### config.mk
export PLATFORM = sky130hd
export DESIGN_NAME = parking_pay_station_flat
export DESIGN_NICKNAME = d
export VERILOG_FILES = /design/src/rtl/parking_pay_station_if.sv /design/src/rtl/parking_pay_station.sv /design/src/flat_wrapper.sv
export SDC_FILE = /design/constraint.sdc
export NUM_CORES = 1
export LEC_CHECK = 0
export ABC_CLOCK_PERIOD_IN_PS = 6500
export CAP_MARGIN = 25
export CORE_UTILIZATION = 45
export DETAILED_ROUTE_END_ITERATION = 8
export GPL_ROUTABILITY_DRIVEN = 0
export PLACE_DENSITY = 0.67
export SETUP_SLACK_MARGIN = 0.3
export SYNTH_ARGS = -nofsm -noshare
export SYNTH_HDL_FRONTEND = slang
export SYNTH_SLANG_ARGS = --single-unit
### constraint.sdc
create_clock -name clk -period 6.5 [get_ports clk]
set_input_delay 0.975 -clock clk [delete_from_list [all_inputs] [get_ports clk]]
set_output_delay 0.975 -clock clk [all_outputs]
set_load 0.01 [all_outputs]
### src/rtl/parking_pay_station_if.sv
// parking_pay_station_if: ticket, coin and payment-result signals of the exit pay station
interface parking_pay_station_if #(parameter int TW = 8, parameter int FEE_W = 12);
  logic             tick;
  logic             ticket_valid;
  logic [TW-1:0]    ticket_time;
  logic             coin_valid;
  logic [3:0]       coin_value;
  logic             cancel;
  logic             pay;
  logic             busy;
  logic [FEE_W-1:0] fee_due;
  logic             change_valid;
  logic [FEE_W-1:0] change;
  logic             refund_valid;
  logic [FEE_W-1:0] refund;
  modport master (output tick, ticket_valid, ticket_time, coin_valid, coin_value, cancel,
                  input pay, busy, fee_due, change_valid, change, refund_valid, refund);
  modport slave (input tick, ticket_valid, ticket_time, coin_valid, coin_value, cancel,
                 output pay, busy, fee_due, change_valid, change, refund_valid, refund);
endinterface

### src/rtl/parking_pay_station.sv
// parking_pay_station: exit pay terminal computing time-based fee, collecting coins, paying out change/refund
// Optional free grace period enabled by defining PARKING_GRACE_PERIOD_EN.
module parking_pay_station #(
  parameter int TW      = 8,
  parameter int RATE    = 2,
  parameter int FEE_W   = 12,
  parameter int TIMEOUT = 255,
  parameter int GRACE   = 3
) (
  input logic clk,
  input logic rst,
  parking_pay_station_if.slave io
);
  localparam logic [2:0] IDLE    = 3'd0;
  localparam logic [2:0] CALC    = 3'd1;
  localparam logic [2:0] COLLECT = 3'd2;
  localparam logic [2:0] PAID    = 3'd3;
  localparam logic [2:0] REFUND  = 3'd4;
  localparam int CW = $clog2(TIMEOUT + 1);
`ifdef PARKING_GRACE_PERIOD_EN
  localparam bit GRACE_EN = 1'b1;
`else
  localparam bit GRACE_EN = 1'b0;
`endif
  logic [2:0]       state_q, state_d;
  logic [TW-1:0]    now_q, now_d, tt_q, tt_d;
  logic [FEE_W-1:0] credit_q, credit_d, fee_q, fee_d, chg_q, chg_d, ref_q, ref_d;
  logic [CW-1:0]    to_q, to_d;
  logic             pay_q, pay_d, busy_q, busy_d, chg_v_q, chg_v_d, ref_v_q, ref_v_d;
  logic [TW-1:0]    elapsed;
  logic [FEE_W-1:0] fee_calc;
  logic [FEE_W:0]   sum;
  logic             grace_hit, done;
  always_comb begin
    elapsed   = now_q - tt_q;
    fee_calc  = FEE_W'((elapsed == '0 ? 32'd1 : 32'(elapsed)) * RATE);
    grace_hit = GRACE_EN && (int'(elapsed) <= GRACE);
    sum       = {1'b0, credit_q} + (FEE_W+1)'(io.coin_value);
    done      = io.coin_valid && (sum >= {1'b0, fee_q});
    state_d   = state_q;
    now_d     = now_q + TW'(io.tick);
    tt_d      = tt_q;
    credit_d  = credit_q;
    to_d      = to_q;
    fee_d     = fee_q;
    chg_d     = chg_q;
    ref_d     = ref_q;
    pay_d     = 1'b0;
    chg_v_d   = 1'b0;
    ref_v_d   = 1'b0;
    case (state_q)
      IDLE: begin
        tt_d    = io.ticket_valid ? io.ticket_time : tt_q;
        state_d = io.ticket_valid ? CALC : IDLE;
      end
      CALC: begin
        fee_d    = grace_hit ? '0 : fee_calc;
        credit_d = '0;
        to_d     = '0;
        state_d  = grace_hit ? PAID : COLLECT;
        pay_d    = grace_hit;
        chg_v_d  = grace_hit;
        chg_d    = grace_hit ? '0 : chg_q;
      end
      COLLECT: begin
        // a coin is accepted before cancel is considered, so a completing coin wins
        if (done) begin
          state_d = PAID;
          pay_d   = 1'b1;
          chg_v_d = 1'b1;
          chg_d   = FEE_W'(sum - {1'b0, fee_q});
        end else if (io.cancel) begin
          state_d = REFUND;
          ref_v_d = 1'b1;
          ref_d   = io.coin_valid ? sum[FEE_W-1:0] : credit_q;
        end else if (io.coin_valid) begin
          credit_d = sum[FEE_W-1:0];
          to_d     = '0;
        end else if (to_q == CW'(TIMEOUT - 1)) begin
          state_d = REFUND;
          ref_v_d = 1'b1;
          ref_d   = credit_q;
        end else begin
          to_d = to_q + 1'b1;
        end
      end
      default: state_d = IDLE;
    endcase
    busy_d = state_d != IDLE;
  end
  always_ff @(posedge clk or negedge rst)
    if (!rst) begin
      state_q  <= IDLE;
      now_q    <= '0;
      tt_q     <= '0;
      credit_q <= '0;
      to_q     <= '0;
      fee_q    <= '0;
      chg_q    <= '0;
      ref_q    <= '0;
      pay_q    <= 1'b0;
      busy_q   <= 1'b0;
      chg_v_q  <= 1'b0;
      ref_v_q  <= 1'b0;
    end else begin
      state_q  <= state_d;
      now_q    <= now_d;
      tt_q     <= tt_d;
      credit_q <= credit_d;
      to_q     <= to_d;
      fee_q    <= fee_d;
      chg_q    <= chg_d;
      ref_q    <= ref_d;
      pay_q    <= pay_d;
      busy_q   <= busy_d;
      chg_v_q  <= chg_v_d;
      ref_v_q  <= ref_v_d;
    end
  assign io.pay          = pay_q;
  assign io.busy         = busy_q;
  assign io.fee_due      = fee_q;
  assign io.change_valid = chg_v_q;
  assign io.change       = chg_q;
  assign io.refund_valid = ref_v_q;
  assign io.refund       = ref_q;
endmodule

### src/flat_wrapper.sv
// flat-port wrapper written by rule: the top's interface ports become plain ports
module parking_pay_station_flat 
#(
  parameter int TW      = 8,
  parameter int RATE    = 2,
  parameter int FEE_W   = 12,
  parameter int TIMEOUT = 255,
  parameter int GRACE   = 3
)
  (clk, rst, io_tick, io_ticket_valid, io_ticket_time, io_coin_valid, io_coin_value, io_cancel, io_pay, io_busy, io_fee_due, io_change_valid, io_change, io_refund_valid, io_refund);
  parking_pay_station_if #(.TW(TW), .FEE_W(FEE_W)) io_i ();
  input logic clk;
  input logic rst;
  input wire logic [$bits(io_i.tick)-1:0] io_tick;
  input wire logic [$bits(io_i.ticket_valid)-1:0] io_ticket_valid;
  input wire logic [$bits(io_i.ticket_time)-1:0] io_ticket_time;
  input wire logic [$bits(io_i.coin_valid)-1:0] io_coin_valid;
  input wire logic [$bits(io_i.coin_value)-1:0] io_coin_value;
  input wire logic [$bits(io_i.cancel)-1:0] io_cancel;
  output wire logic [$bits(io_i.pay)-1:0] io_pay;
  output wire logic [$bits(io_i.busy)-1:0] io_busy;
  output wire logic [$bits(io_i.fee_due)-1:0] io_fee_due;
  output wire logic [$bits(io_i.change_valid)-1:0] io_change_valid;
  output wire logic [$bits(io_i.change)-1:0] io_change;
  output wire logic [$bits(io_i.refund_valid)-1:0] io_refund_valid;
  output wire logic [$bits(io_i.refund)-1:0] io_refund;
  assign io_i.tick = io_tick;
  assign io_i.ticket_valid = io_ticket_valid;
  assign io_i.ticket_time = io_ticket_time;
  assign io_i.coin_valid = io_coin_valid;
  assign io_i.coin_value = io_coin_value;
  assign io_i.cancel = io_cancel;
  assign io_pay = io_i.pay;
  assign io_busy = io_i.busy;
  assign io_fee_due = io_i.fee_due;
  assign io_change_valid = io_i.change_valid;
  assign io_change = io_i.change;
  assign io_refund_valid = io_i.refund_valid;
  assign io_refund = io_i.refund;
  parking_pay_station #(.TW(TW), .RATE(RATE), .FEE_W(FEE_W), .TIMEOUT(TIMEOUT), .GRACE(GRACE)) u_core (.clk(clk), .rst(rst), .io(io_i));
endmodule
**Word level (Yosys, flattened, before mapping)**

Index checks and enable logic that the tools add are counted.

- Flip-flop bits (word level): 77
- Bits of input ports: 18
- Output and inout port bits: 40
- Logic and storage cells: 62

- Add/subtract/negate cells: 5
- $lt $le $gt $ge: 1
- Equality and inequality tests: 7
- Muxes and demuxes: 26
- Bitwise logic cells: 1
- Reduce and logical (&&, ||, !) cells: 11

Operator list:

| kind | count |
|---|---|
| 2-to-1 mux 12 bit | 6 |
| 2-to-1 mux 8 bit | 5 |
| case mux 12 bit (2 select lines) | 1 |
| case mux 8 bit (2 select lines) | 1 |
| adder 12 x 4 -> 13 bit | 1 |
| greater-or-equal comparator 13 x 12 -> 1 bit | 1 |
| 2-to-1 mux 3 bit | 4 |
| subtractor 12 bit | 1 |
| case mux 3 bit (3 select lines) | 1 |
| adder 8 x 1 -> 8 bit | 1 |
| adder 8 x 1 -> 8 bit (second input constant) | 1 |
| equality test 8 bit (second input constant) | 1 |
| logical NOT 8 bit | 1 |
| 2-to-1 mux 1 bit | 8 |
| AND reduction 4 bit | 2 |
| subtractor 8 bit | 1 |
| != test 2 bit (second input constant) | 2 |
| AND reduction 2 bit | 2 |
| nonzero test 2 bit | 2 |
| equality test 3 x 1 -> 1 bit (second input constant) | 1 |
| equality test 3 x 2 -> 1 bit (second input constant) | 1 |
| logical NOT 3 bit | 1 |
| != test 3 bit (second input constant) | 1 |
| AND reduction 3 bit | 1 |
| other kinds (4) | 4 |

**Longest topological paths before layout**

- Depth in word-level cells: 7
- Gate-level depth with buffers: 17

**Worst setup path before layout**

No wires, ideal clock.

- Kind: input-to-reg
- From: in io_coin_value[0]
- To: reg u_core.chg_q[10] (netlist: u_core.io.change[10])
- Data arrival time: 4.335 ns
- Slack: 2.041 ns
- Cell stages on the path: 15
- Path buffers: 2
- Cells stage by stage: ha_1 > fa_1 > nand3_1 > and2_1 > clkbuf_1 > nor2_1 > xor2_1 > ha_1 > nand3_1 > o211a_1 > o21ai_0 > nor3_4 > a21oi_2 > buf_6 > mux2_2

- Word-level cells in the longest chain between the ends: 4
- Elaborated cells between the ends (all ways): 5

RTL lines:

| element | line | source |
|---|---|---|
| start, declared | flat_wrapper.sv:18 | `input wire logic [$bits(io_i.coin_value)-1:0] io_coin_value;` |
| adder 12 x 4 -> 13 bit * | parking_pay_station.sv:38 | `sum = {1'b0, credit_q} + (FEE_W+1)'(io.coin_value);` |
| greater-or-equal comparator 13 x 12 -> 1 bit | parking_pay_station.sv:39 | `done = io.coin_valid && (sum >= {1'b0, fee_q});` |
| logical AND 1 bit | parking_pay_station.sv:39 |  |
| AND reduction 2 bit (no line) | n/a |  |
| end signal, assigned | parking_pay_station.sv:112 | `chg_q <= chg_d;` |
| end, declared | parking_pay_station.sv:27 | `logic [FEE_W-1:0] credit_q, credit_d, fee_q, fee_d, chg_q, chg_d, ref_q, ref_d;` |

Mark *: on every way between the ends. The rest lies on a longest branch, timed or not.
A chain may end at the register's enable or synchronous reset.

**Final worst setup path**

- From: in io_coin_value[0]
- To: reg u_core.ref_q[1] (netlist: u_core.io.refund[1])

- Word-level cells in the longest chain between the ends: 5
- Elaborated cells between the ends (all ways): 7

RTL lines:

| element | line | source |
|---|---|---|
| adder 12 x 4 -> 13 bit * | parking_pay_station.sv:38 |  |
| greater-or-equal comparator 13 x 12 -> 1 bit | parking_pay_station.sv:39 |  |
| logical AND 1 bit | parking_pay_station.sv:39 |  |
| NOT 1 bit (no line) | n/a |  |
| AND reduction 4 bit (no line) | n/a |  |
| end signal, assigned | parking_pay_station.sv:113 | `ref_q <= ref_d;` |
| end, declared | parking_pay_station.sv:27 |  |

Marked as above.

==> flow_summary.yaml <==
status:
  outcome: "completed"
timing:
  max-slew-margin-rel: 0.374
  min_period_over_period: 0.768
  tns_ns: 0
  fin_skew_ns: 0.0124
  worst_slack_ns: 1.51
  setup_viol: 0
  finalHoldViolations: 0
  max_freq_mhz: 200
  rsz0062_at_grt: "false"
  whs_ns: 0.505
  fin_crit_ns: 4.99
  worst-slew-pin-transition_ns: 0.939
  finalMaxSlewViolations: 0
floorplan:
  initial_utilization: 0.469
  num_rows: 35
  die_width_um: 101
  die_area_um2: 10100
  core_um2: 9330
  ios: 58
  die_y_um: 101
worst_setup_path:
  start_kind: "input pin"
  required_ns: 6.73
  arrival_ns: 5.22
  critPathMaxFanout: 12
  worstSetupPathType: "in2reg"
  crit_path_end_kind: "register"
synth:
  synth_compound_area_frac: 0.146
  synthArstFlopShare: 1.00
  syn_area_um2: 4370
  synth_warnings: 0
  ys_ff_latch: 74
  synthSimpleGateAreaFrac: 0.151
  syn-mean-instance-area_um2: 10.3
  ys_types: 64
  synthMuxAreaShare: 0.0767
  synth_top_family_by_area: "simple AND/OR/NAND/NOR gates"
  ys.flop_type: "dfrtp_1"
  synth_edf_count: 0
  synth-xor-area-share: 0.0701
  syn_inst: 424
  synthAdderAreaFrac: 0.0795
  ys_seq_area_frac: 0.423
global_route:
  overflow: 0
  grt.total_usage: 0.196
  grt_pass1_wl_um: 15500
  grt_pass1_vias: 3205
  antenna_found_initial: 0
  grt_max_degree: 75
finish:
  drive_above_1_share: 0.132
  final_area_um2: 5160
  final_util: 0.553
  finalNetCount: 517
  multiInputGateArea_um2: 2310
  syn_to_final_growth_pct: 17.9
  nFillCells: 821
  antenna_cells: 0
  regArea_um2: 1850
cts:
  cts_sinks: 74
  clkTransAtPathRegs_ns: 0.08
  postCtsHoldBufs: 0
  cts_setup_buffers: 0
  cts_made_buffers: 9
  clock_latency_ns: 0.35
  cts_resized: 0
  clockBufferDepth: 2
  htreeDepth: 3
  cts_root_buf: "clkbuf_8"
  cts_tree: "built"
power:
  vdd_drop_max_mv: 0.241
  power.density_nw_per_um2: 453
  p_leak_nw: 2.27
detailed_routing:
  via_count: 3248
  first_pass_iters: 4
  via_per_inst: 5.36
  ant_nets: 0
  routed_wl_um: 9340
  drc: 0
  wl_per_cell_um: 15.4
  drtIter0Drc: 133
place:
  dpl.hpwl_um: 6850
  place_ws_ns: 1.16
  port_buffers: 53
  post_dp_cell_area_um2: 4950
min_path:
  hold_class: "reg2reg"
run:
  drv_cap: 0
==> final timing paths <==
| kind | startpoint | end | slack [ns] | cells after the start |
|---|---|---|---|---|
| max | io_coin_value[0] | u_core.io.refund[1] | 1.51 | 15 |
| min | u_core.now_q[0] | u_core.now_q[0] | 0.50 | 1 |
| max reg2reg | u_core.credit_q[0] | u_core.io.refund[1] | 2.18 | 14 |
| min reg2reg | u_core.now_q[0] | u_core.now_q[0] | 0.50 | 1 |
| max in group asynchronous | rst | u_core.io.fee_due[5] | 5.11 | 1 |
| min in group asynchronous | rst | u_core.to_q[4] | 0.74 | 1 |
==> flip-flops by register name, indices dropped and copies added (netlist names) <==
signal / cells
u_core.io.busy: 1
u_core.io.fee_due: 8
u_core.tt_q: 8
u_core.io.refund: 12
u_core.io.refund_valid: 1
u_core.credit_q: 12
u_core.to_q: 8
u_core.state_q: 3
u_core.now_q: 8
u_core.io.pay: 1
u_core.io.change: 12
==> stage by stage <==
stage | cells | total power [mW]
final | 606 | 2.33
after global routing | 606 | 2.52
after CTS | 606 | 2.36
after detailed placement | 591 | 1.98
after global placement | 591 | 1.95
after floorplan | 427 | 1.60
==> metal layers <==
metal	GRT usage	share of wire	up-vias	wire, um
met3	0.0319	0.041	4	387
met4	0.0747	0.0083	0	78
met1	0.262	0.46	1580	4330
met2	0.321	0.49	75	4550
li1	-	-	1589	-
met5	0	0	-	0
==> placed cells by master, fill, tap and decap left out, types with 4 or more instances in the layout <==
cell type | Yosys | layout
dfrtp_1 | 74 | 74
clkdlybuf4s50_1 | 0 | 52
nand2_1 | 40 | 40
o21ai_0 | 26 | 26
inv_1 | 23 | 23
ha_1 | 23 | 23
nor2_1 | 21 | 21
a21oi_1 | 20 | 20
xnor2_1 | 20 | 20
mux2_2 | 16 | 16
xor2_1 | 15 | 15
nor3_1 | 15 | 15
nand3_1 | 11 | 11
clkbuf_8 | 0 | 11
mux2_4 | 9 | 9
a32o_1 | 8 | 8
nand4_1 | 7 | 7
or2_2 | 5 | 5
nor2b_1 | 5 | 5
nand2b_1 | 4 | 4
a21o_1 | 4 | 4
conb_1 | 1 | 4
==> report_power, final <==
| part | leakage [nW] | switching [mW] | internal (mW) |
|---|---|---|---|
| Clock | 0.101 | 0.167 | 0.196 |
| Combinational | 1.20 | 0.649 | 0.592 |
| Sequential | 0.968 | 0.123 | 0.608 |
| Total | 2.27 | 0.939 | 1.40 |
==> Yosys cell counts, types with 3 or more instances <==
library cell	number	area, um2
mux2_2	16	180
dfrtp_1	74	1850
o2bb2ai_1	3	26.3
nor3_1	15	75.1
buf_6	5	56.3
xnor2_1	20	175
nand2_1	40	150
fa_1	3	60.1
mux2_4	9	135
xor2_1	15	131
a21oi_1	20	100
and2_1	3	18.8
nand2b_1	4	25.0
nor2b_1	5	31.3
nand3_1	11	55.1
clkbuf_1	6	22.5
buf_4	7	52.6
nand4_1	7	43.8
ha_1	23	288
o21ai_0	26	130
inv_1	23	86.3
or2_2	5	31.3
o21a_1	3	22.5
a21o_1	4	30.0
nor2_1	21	78.8
a32o_1	8	80.1
==> layout make-up <==
class | instances | area share
repair buffers | 55 | 0.105
clock buffers | 11 | 0.0294
well taps | 129 | 0.0313
inverters | 23 | 0.0167
clock inverters | 4 | 0.00995
flip-flops and latches | 74 | 0.359
multi-input cells | 310 | 0.448
==> worst max-delay path, cell delays in order <==
cell,delay (ns)
clkdlybuf4s50_1,0.43
ha_1,0.26
fa_1,0.43
nand3_1,0.14
and2_1,0.30
nor2_1,0.14
xor2_1,0.16
ha_1,0.34
a21oi_1,0.19
o211a_1,0.20
o21ai_0,0.20
nor3_4,0.27
a31oi_2,0.16
nor2_2,0.62
mux2_2,0.41
==> kinds of logic after synthesis <==
family                   after synthesis
AND/OR/NAND/NOR                      128
AO/OA/AOI/OAI                         90
flip-flops                            74
buffers and inverters                 43
XOR/XNOR                              35
multiplexers                          27
adder cells (fa/ha/maj)               26
other                                  1
Power figures use the tool's default switching activity.
